--- config.mk ---
export PLATFORM = sky130hd
export DESIGN_NAME = ram_arbiter_2p
export DESIGN_NICKNAME = d
export VERILOG_FILES = /design/src/rtl/ram_arbiter_2p.sv
export SDC_FILE = /design/constraint.sdc
export NUM_CORES = 1
export LEC_CHECK = 0
export ABC_AREA = 0
export CORE_MARGIN = 2
export CORE_UTILIZATION = 35
export CTS_CLUSTER_SIZE = 12
export DETAILED_ROUTE_END_ITERATION = 10
export GPL_TIMING_DRIVEN = 1
export MAX_ROUTING_LAYER = met4
export PLACE_DENSITY = 0.88
export SYNTH_ARGS = -nofsm -noshare
export SYNTH_HDL_FRONTEND = slang
export SYNTH_SLANG_ARGS = --single-unit
--- constraint.sdc ---
create_clock -name CLK -period 2.23 [get_ports CLK]
set_input_delay 0.446 -clock CLK [delete_from_list [all_inputs] [get_ports CLK]]
set_output_delay 0.446 -clock CLK [all_outputs]
set_load 0.03 [all_outputs]
--- src/rtl/ram_arbiter_2p.sv ---
// ram_arbiter_2p
//   Two-requester arbiter/sequencer in front of a single-port synchronous-read
//   RAM macro (RAM_4Kx32 style). One command is in flight at a time. A read
//   takes IDLE -> ACCESS -> RESP. A write takes IDLE -> ACCESS. The macro
//   address stays at the command address through RESP because the macro's bank
//   output mux is steered by the live address.
//
// Optional build macro:
//   RAM_ARB_FIXED_PRIO_EN - requester 0 always wins a tie. last_grant is still
//                           updated but does not affect the choice. When the
//                           macro is undefined, ties are broken round-robin.
//
// Ports:
//   CLK, RSTn          clock and asynchronous active-low reset
//   Rn_VALID/READY     command handshake for requester n (READY only in IDLE)
//   Rn_WE/A/DI         command payload (WE == 0 means read)
//   Rn_RVALID/DO       one-cycle read response (DO carries RAM_DO to both ports)
//   RAM_EN/WE/A/DI     macro command outputs
//   RAM_DO             macro read data, valid the cycle after the EN edge

module ram_arbiter_2p #(
    parameter int AW  = 12,
    parameter int DW  = 32,
    parameter int WEW = DW / 8
) (
    input  logic           CLK,
    input  logic           RSTn,

    input  logic           R0_VALID,
    output logic           R0_READY,
    input  logic [WEW-1:0] R0_WE,
    input  logic [AW-1:0]  R0_A,
    input  logic [DW-1:0]  R0_DI,
    output logic           R0_RVALID,
    output logic [DW-1:0]  R0_DO,

    input  logic           R1_VALID,
    output logic           R1_READY,
    input  logic [WEW-1:0] R1_WE,
    input  logic [AW-1:0]  R1_A,
    input  logic [DW-1:0]  R1_DI,
    output logic           R1_RVALID,
    output logic [DW-1:0]  R1_DO,

    output logic           RAM_EN,
    output logic [WEW-1:0] RAM_WE,
    output logic [AW-1:0]  RAM_A,
    output logic [DW-1:0]  RAM_DI,
    input  logic [DW-1:0]  RAM_DO
);

    typedef enum logic [1:0] {
        IDLE   = 2'd0,
        ACCESS = 2'd1,
        RESP   = 2'd2
    } state_t;

    state_t         state_reg, state_next;
    logic [WEW-1:0] cmd_we_reg, cmd_we_next;
    logic [AW-1:0]  cmd_a_reg, cmd_a_next;
    logic [DW-1:0]  cmd_di_reg, cmd_di_next;
    logic           owner_reg, owner_next;
    logic           last_grant_reg, last_grant_next;

    logic [1:0]     req;
    logic [1:0]     grant;
    logic [1:0]     rvalid;
    logic           prefer_r1;
    logic           ram_en;
    logic [WEW-1:0] ram_we;

    assign req = {R1_VALID, R0_VALID};

    // Tie-break choice. Port 1 wins a tie only when port 0 had the last grant.
`ifdef RAM_ARB_FIXED_PRIO_EN
    assign prefer_r1 = 1'b0;
`else
    assign prefer_r1 = (last_grant_reg == 1'b0);
`endif

    always_ff @(posedge CLK or negedge RSTn) begin
        if (!RSTn) begin
            state_reg      <= IDLE;
            cmd_we_reg     <= '0;
            cmd_a_reg      <= '0;
            cmd_di_reg     <= '0;
            owner_reg      <= 1'b0;
            last_grant_reg <= 1'b1;
        end else begin
            state_reg      <= state_next;
            cmd_we_reg     <= cmd_we_next;
            cmd_a_reg      <= cmd_a_next;
            cmd_di_reg     <= cmd_di_next;
            owner_reg      <= owner_next;
            last_grant_reg <= last_grant_next;
        end
    end

    always_comb begin
        state_next      = state_reg;
        cmd_we_next     = cmd_we_reg;
        cmd_a_next      = cmd_a_reg;
        cmd_di_next     = cmd_di_reg;
        owner_next      = owner_reg;
        last_grant_next = last_grant_reg;
        grant           = 2'b00;
        rvalid          = 2'b00;
        ram_en          = 1'b0;
        ram_we          = '0;

        unique case (state_reg)
            IDLE: begin
                if (req[1] && (!req[0] || prefer_r1)) begin
                    grant = 2'b10;
                end else if (req[0]) begin
                    grant = 2'b01;
                end

                if (grant[1]) begin
                    cmd_we_next     = R1_WE;
                    cmd_a_next      = R1_A;
                    cmd_di_next     = R1_DI;
                    owner_next      = 1'b1;
                    last_grant_next = 1'b1;
                    state_next      = ACCESS;
                end else if (grant[0]) begin
                    cmd_we_next     = R0_WE;
                    cmd_a_next      = R0_A;
                    cmd_di_next     = R0_DI;
                    owner_next      = 1'b0;
                    last_grant_next = 1'b0;
                    state_next      = ACCESS;
                end
            end

            ACCESS: begin
                ram_en = 1'b1;
                ram_we = cmd_we_reg;
                // Writes complete in the macro on this edge; only reads need RESP.
                state_next = (cmd_we_reg != '0) ? IDLE : RESP;
            end

            RESP: begin
                rvalid[owner_reg] = 1'b1;
                state_next        = IDLE;
            end

            default: begin
                state_next = IDLE;
            end
        endcase
    end

    // The address and data come straight from the command registers. RAM_A
    // therefore stays put through RESP and while idle, which the macro's
    // output bank mux relies on.
    assign RAM_EN    = ram_en;
    assign RAM_WE    = ram_we;
    assign RAM_A     = cmd_a_reg;
    assign RAM_DI    = cmd_di_reg;

    assign R0_READY  = grant[0];
    assign R1_READY  = grant[1];
    assign R0_RVALID = rvalid[0];
    assign R1_RVALID = rvalid[1];
    assign R0_DO     = RAM_DO;
    assign R1_DO     = RAM_DO;

endmodule
# Word level (Yosys, flattened, before mapping)
# Index checks and enable logic that the tools add are counted.
dict set report word_totals {
  regBits 52
  inputBits 132
  out_inout_bits 117
  word_cells 41
}
dict set report classes {
  magnitude_cmp 2
  n_eq_ne 3
  muxes 21
  bitwise 1
  n_reduce_logical 8
}
# cell n
set ops {}
lappend ops {{2-to-1 mux 32 bit} 2}
lappend ops {{2-to-1 mux 12 bit} 2}
lappend ops {{2-to-1 mux 2 bit} 7}
lappend ops {{2-to-1 mux 4 bit} 3}
lappend ops {{2-to-1 mux 1 bit} 5}
lappend ops {{case mux 2 bit (2 select lines)} 1}
lappend ops {{nonzero test 4 bit} 1}
lappend ops {{inequality test 3 bit, second input constant} 1}
lappend ops {{== test 2 x 1 -> 1 bit, second input constant} 1}
lappend ops {{== test 2 bit, second input constant} 1}
lappend ops {{logical AND 1 bit} 2}
lappend ops {{zero test 2 bit} 1}
lappend ops {{less-than comparator 1 x 2 -> 1 bit, second input constant} 1}
lappend ops {{AND reduction 2 bit} 1}
lappend ops {{nonzero test 2 bit} 1}
lappend ops {{demux 1 bit (select 1 bit)} 1}
lappend ops {{greater-or-equal comparator 1 bit, second input constant} 1}
lappend ops {{zero test 1 bit} 1}
lappend ops {{logical OR 1 bit} 1}
lappend ops {{inverter 1 bit} 1}

# Depth between registers and ports, before layout
# Gate-level depths: netlist of run 1.
dict set report logic_depth {
  depth_word 8
  depth_mapped 5
  mapped_depth_nobuf 3
}

# Least setup slack after synthesis of run 1
# Ideal clock, no wire load.
dict set report synth_path {
  kind {input port to output port}
  start {input R1_VALID}
  end {output R1_READY}
  arrival_ns 1.629
  required_ns 1.784
  setup_slack_ns 0.155
  path_stages 4
  n_path_buf 2
  path_cell_list {a21bo_1 -> buf_6 -> buf_8 -> nor3_1}
}
dict set report synth_via {
  elab_chain_cells 4
}
# element line_no
set synth_rtl {}
lappend synth_rtl {{start: declaration} 37} ;# input logic R1_VALID,
lappend synth_rtl {{logical AND 1 bit} 113} ;# if (req[1] && (!req[0] || prefer_r1)) begin
lappend synth_rtl {{2-to-1 mux 2 bit} 113}
lappend synth_rtl {{2-to-1 mux 2 bit (2 in series)} 111} ;# unique case (state_reg)
lappend synth_rtl {{end: declaration} 38} ;# output logic R1_READY,
# No other way between the ends. The select of a mux whose other input is x is not followed.

# Worst setup path in the final report of run 1
# Ends and elaborated chain as after synthesis.

==> results.yml, run 1 <==
critical_path:
  crit_fanout: 10
  start_kind: "input port"
  worst_r2r_startpoint: "last_grant_reg"
  worstPathArrival_ns: 1.76
  end_kind: "output pin"
  critPathKind: "input port to output pin"
  ff2ff_setup_slack_ns: 0.44
  rr_endpoint: "RAM_DI[0]"
  worstPathRequired_ns: 1.78
  ff2ff_path_depth: 4
pwr:
  irDropWorstVdd_uv: 494.1
  p_comb_frac: 0.591
  p_sw_mw: 2.079
  intPower_mw: 3.365
  leakagePower_nw: 2.205
  clockPowerShare: 0.107
  powerDensity_nw_per_um2: 1137
  seqPwrFrac: 0.303
  p_sw_frac: 0.3819
floorplan:
  ioPinCount: 249
  die_y_um: 103.7
  rows: 36
  core-area_um2: 9729
  dieArea_um2: 10760
  fp.dieW_um: 103.7
  initial_core_util: 0.3579
global_route:
  first_global_vias: 2452
  grt-ovfl-total: 0
  grt_usage: 0.1501
  grt_max_degree: 28
  grt_pass1_wl_um: 12700
  antenna_found_initial: 0
yosys:
  synth_top_area_share: 0.4139
  synth_cells: 242
  yosysWarnings: 0
  synth_seq_cells: 52
  ys_top_cells_by_count: "96 x mux2_4, 65 x buf_4, 51 x dfrtp_1"
  yosys.area_share.simple: 0.02336
  yosys-top-cells-area: "mux2_4 41%, dfrtp_1 37%, buf_4 14%, buf_12 2.3%, dfstp_2 0.75%"
  synth_area_per_cell_um2: 14.39
  synth_top_family_by_area: "multiplexers"
  synth.distinct_cells: 22
  synthesis.area_um2: 3482
  synth_edf_count: 0
  synth_flop_cell: "dfrtp_1"
  ys_async_sr_fraction: 1.000
  yosysMostFrequentCell: "mux2_4"
  ys_seq_area_frac: 0.3741
  synth_compound_area_frac: 0.01042
  synth_fa_ha_area_frac: 0
  synth_mux_area_frac: 0.4139
  synth_largest_area_cell: "mux2_4"
  synth-xor-area-share: 0
  syn_nets: 374
clocking:
  clock-sinks: 52
  root_buffer: "clkbuf_8"
  cts_buffers: 5
  clk_pin_slew_worst_paths_ns: 0.10
  htreeDepth: 2
  cts_tree: "done"
  insertion_delay_ns: 0.30
  clockBufferDepth: 2
place:
  gp_congestion: 0.7788
  hpwl_um: 6222
  pre_cts_slack_ns: 0.01484
  io_buffers: 152
timing:
  fin_tns_setup_ns: 0
  finalHoldViolCount: 0
  setup-violations-final: 0
  fin_worst_skew_ns: 0.01300
  rsz0062_at_grt: "false"
  min_period_ns: 2.211
  slew_headroom: 0.5874
  report.final.slew_viol_count: 0
  fin_crit_sh: 0.9914
  max_freq_ghz: 0.4523
  worst_slew_pin_slew_ns: 0.6189
  setup_slack_ns: 0.01915
route:
  routedWlPerCell_um: 16.71
  postRouteAntennaNets: 0
  drt_wl_total_um: 7838
  drtPass1Iterations: 2
  viasPerCell: 4.493
  drtIter0Drc: 60
  vias: 2107
  post-route-drc-count: 0
flow_run:
  maxCapViolCount: 0
cells_and_area:
  drive_gt1_frac: 0.3571
  final_net_count: 467
  areaGrowthSynthToFinish_pct: 37.55
  antenna_cells: 0
  largest_reg_flops: 32
hold_path:
  hp-class: "input port to async pin"
outcome:
  status: "finished clean"
[metal layers]
layer / global-route usage / routed length, um / vias up
met3: 0.03335 / 521 / 38
met1: 0.1616 / 2981 / 1022
met4: 0.06274 / 252 / 0
met2: 0.2668 / 4082 / 94
met5: - / 0 / -
li1: - / - / 953
[area by class of cell]
cell class / instances / area [um^2]
fillers: 875 / 4940
repair buffers: 161 / 1652
multi-input cells: 115 / 1573
flip-flops and latches: 52 / 1303
well taps: 133 / 166.4
clock buffers: 6 / 82.58
clock inverters: 2 / 13.76
[worst max path at each step]
stage,startpoint,end,cells past startpoint
final,R1_VALID,R1_READY,4
after global routing,R1_VALID,R1_READY,4
after CTS,R1_VALID,R1_READY,4
after detailed placement,R1_VALID,R1_READY,4
after global placement,R1_VALID,R1_READY,4
after floorplan,R1_VALID,R1_READY,4
[per-stage QoR]
| stage | cells | area (um^2) | power (mW) | utilization | hold slack (ns) |
|---|---|---|---|---|---|
| floorplan | 242 | 3482 | 3.883 | - | 0.1504 |
| global placement | 461 | 4696 | 4.847 | 0.4826 | 0.4567 |
| detailed placement | 461 | 4696 | 4.927 | 0.4826 | 0.4655 |
| CTS | 469 | 4787 | 5.521 | 0.4920 | 0.1594 |
| global route | 469 | 4790 | 5.706 | 0.4923 | 0.1878 |
| finish | 469 | 4790 | 5.444 | 0.4923 | 0.1367 |
[worst max-delay path: stages]
cell and delay, ns:
clkdlybuf4s50_1 0.49, a21bo_4 0.31, nor3_1 0.29, buf_4 0.23
[logic make-up (layout without fill, tap and decap cells)]
logic type | count (synthesis) | count (layout)
compound gates | 5 | 5
buf+inv | 75 | 169
flops | 52 | 52
mux | 96 | 96
simple gates | 14 | 14
[placed cells by master (no fill, tap or decap), types with 2 or more instances in the layout]
| cell type | synthesis | final |
|---|---|---|
| and2_1 | 4 | 4 |
| dlygate4sd2_1 | 0 | 4 |
| clkbuf_8 | 0 | 6 |
| dfrtp_1 | 51 | 51 |
| nand2_1 | 2 | 2 |
| buf_12 | 4 | 6 |
| buf_4 | 65 | 5 |
| clkdlybuf4s50_1 | 0 | 144 |
| mux2_4 | 96 | 96 |
| nor3_1 | 2 | 2 |
[power groups by stage]
stage                     Combinational [mW]  Clock (mW)  Sequential, mW
after floorplan                         1.54           0            2.35
after global placement                  3.19           0            1.65
after detailed placement                3.26           0            1.67
after CTS                               3.25       0.609            1.66
after global routing                    3.35       0.645            1.71
final                                   3.22       0.580            1.65
[what timing repair did]
action / in CTS / in global routing
hold buffers: 0 / 0
resized for setup: 4 / 1
buffers inserted: 0 / 0
setup endpoints to repair: 4 / 1
Power figures use the tool's default switching activity.
==> inputs of run 2 (changes only) <==
==> constraint.sdc (replaced) <==
create_clock -name CLK -period 2.23 [get_ports CLK]
set_input_delay 0.669 -clock CLK [delete_from_list [all_inputs] [get_ports CLK]]
set_output_delay 0.669 -clock CLK [all_outputs]
set_load 0.03 [all_outputs]
==> results.yml, run 2 (same netlist as run 1, synthesis figures left out) <==
timing:
  setup-violations-final: 0
  fin_crit_sh: 0.9624
  fin_tns_setup_ns: 0
  min_period_ns: 2.146
  fin_worst_skew_ns: 0.01023
  slew_headroom: 0.6539
  report.final.slew_viol_count: 0
  rsz0062_at_grt: "false"
  finalHoldViolCount: 0
  worst_slew_pin_slew_ns: 0.5191
  max_freq_ghz: 0.4659
critical_path:
  end_kind: "output pin"
  cp_num_buf_inv: 2
  crit_fanout: 3
  ff2ff_setup_slack_ns: 0.35
  rr_endpoint: "RAM_DI[11]"
  worst_r2r_startpoint: "last_grant_reg"
  ff2ff_path_depth: 5
  worstPathArrival_ns: 1.48
  cp_slowest_cell: "dlygate4sd2_1"
  start_kind: "input port"
  max_stage_delay_ns: 0.25
  path_delay_family: "buffers and inverters"
  worstPathRequired_ns: 1.56
  crit_chain: "dlygate4sd2_1 -> a21bo_4 -> nor3_4 -> buf_6"
  critPathKind: "input port to output pin"
floorplan:
  dieArea_um2: 10760
  rows: 36
  core-area_um2: 9729
  die_y_um: 103.7
  initial_core_util: 0.3579
  ioPinCount: 249
  fp.dieW_um: 103.7
global_route:
  grt-ovfl-total: 0
  grt_max_degree: 33
  antenna_found_initial: 0
  grt_pass1_wl_um: 12830
  first_global_vias: 2389
  grt_usage: 0.1512
clocking:
  cts_buffers: 5
  htreeDepth: 2
  clock-sinks: 52
  cts_tree: "done"
  clockBufferDepth: 2
  insertion_delay_ns: 0.30
  root_buffer: "clkbuf_8"
  clk_pin_slew_worst_paths_ns: 0.10
  cts_hold_buf: 0
cells_and_area:
  design_area_um2: 4813
  fillers: 866
  final_common_cell: "clkdlybuf4s50_1"
  regArea_um2: 1303
  drive_gt1_frac: 0.3805
  utilization: 0.4947
  areaGrowthSynthToFinish_pct: 38.23
  final_net_count: 470
  largest_reg_flops: 32
  mostFrequentLayoutCells: "140 x clkdlybuf4s50_1, 96 x mux2_4, 51 x dfrtp_1, 13 x buf_4"
  antenna_cells: 0
  multi_input_area_um2: 1584
place:
  place_area_um2: 4695
  hpwl_um: 6310
  io_buffers: 152
  gp_congestion: 0.7561
route:
  drtPass1Iterations: 4
  vias: 2114
  routedWlPerCell_um: 17.04
  viasPerCell: 4.479
  postRouteAntennaNets: 0
  post-route-drc-count: 0
  drtIter0Drc: 71
  drt_wl_total_um: 8044
pwr:
  total_power_mw: 5.552
  irDropWorstVdd_uv: 449.4
  powerDensity_nw_per_um2: 1154
  leakagePower_nw: 2.213
flow_run:
  maxCapViolCount: 0
outcome:
  status: "finished clean"
hold_path:
  hp-class: "input port to async pin"
run 2: layout make-up:
cell class                      instances  area share
Sequential cell                        52      0.2706
Multi-Input combinational cell        115      0.3291
Tap cell                              133     0.03457
Timing Repair Buffer                  164      0.3434
Clock inverter                          2    0.007278
Clock buffer                            6     0.01508
run 2: worst max path at each step:
stage               depth (start not counted)    startpoint  slack [ns]         end
floorplan                                   4      R1_VALID        0.09    R0_READY
global placement                            4      R1_VALID       -0.18    R0_READY
detailed placement                          5      R0_VALID       -0.19  RAM_DI[11]
CTS                                         5  state_reg[1]        0.08   RAM_WE[2]
global route                                5  state_reg[1]       0.004   RAM_WE[2]
finish                                      4      R0_VALID        0.08    R1_READY
run 2: routing by layer:
metal	global-route usage	vias up	wire length (um)
met2	0.2734	104	4165
met4	0.05598	0	189
met5	-	-	0
met3	0.03776	32	564
li1	-	954	-
met1	0.1594	1024	3125
run 2: power breakdown:
group	switching [mW]	total (mW)	internal, mW
Clock	0.323	0.657	0.334
Combinational	1.50	3.25	1.75
Sequential	0.270	1.64	1.37
Total	2.09	5.55	3.46
run 2: through the flow:
| step | hold WS [ns] | cells | setup slack (ns) |
|---|---|---|---|
| global placement | 0.4579 | 463 | -0.1797 |
| global route | 0.3515 | 472 | 0.004400 |
| floorplan | 0.3734 | 242 | 0.08540 |
| finish | 0.3178 | 472 | 0.08378 |
| detailed placement | 0.4468 | 463 | -0.1948 |
| CTS | 0.3373 | 472 | 0.07750 |
run 2: what timing repair did:
action | 4_1_cts | 5_1_grt
setup endpoints to repair | 3 | 0
buffers inserted | 1 | 0
hold endpoints to repair | 0 | 0
gates resized for setup | 5 | 0
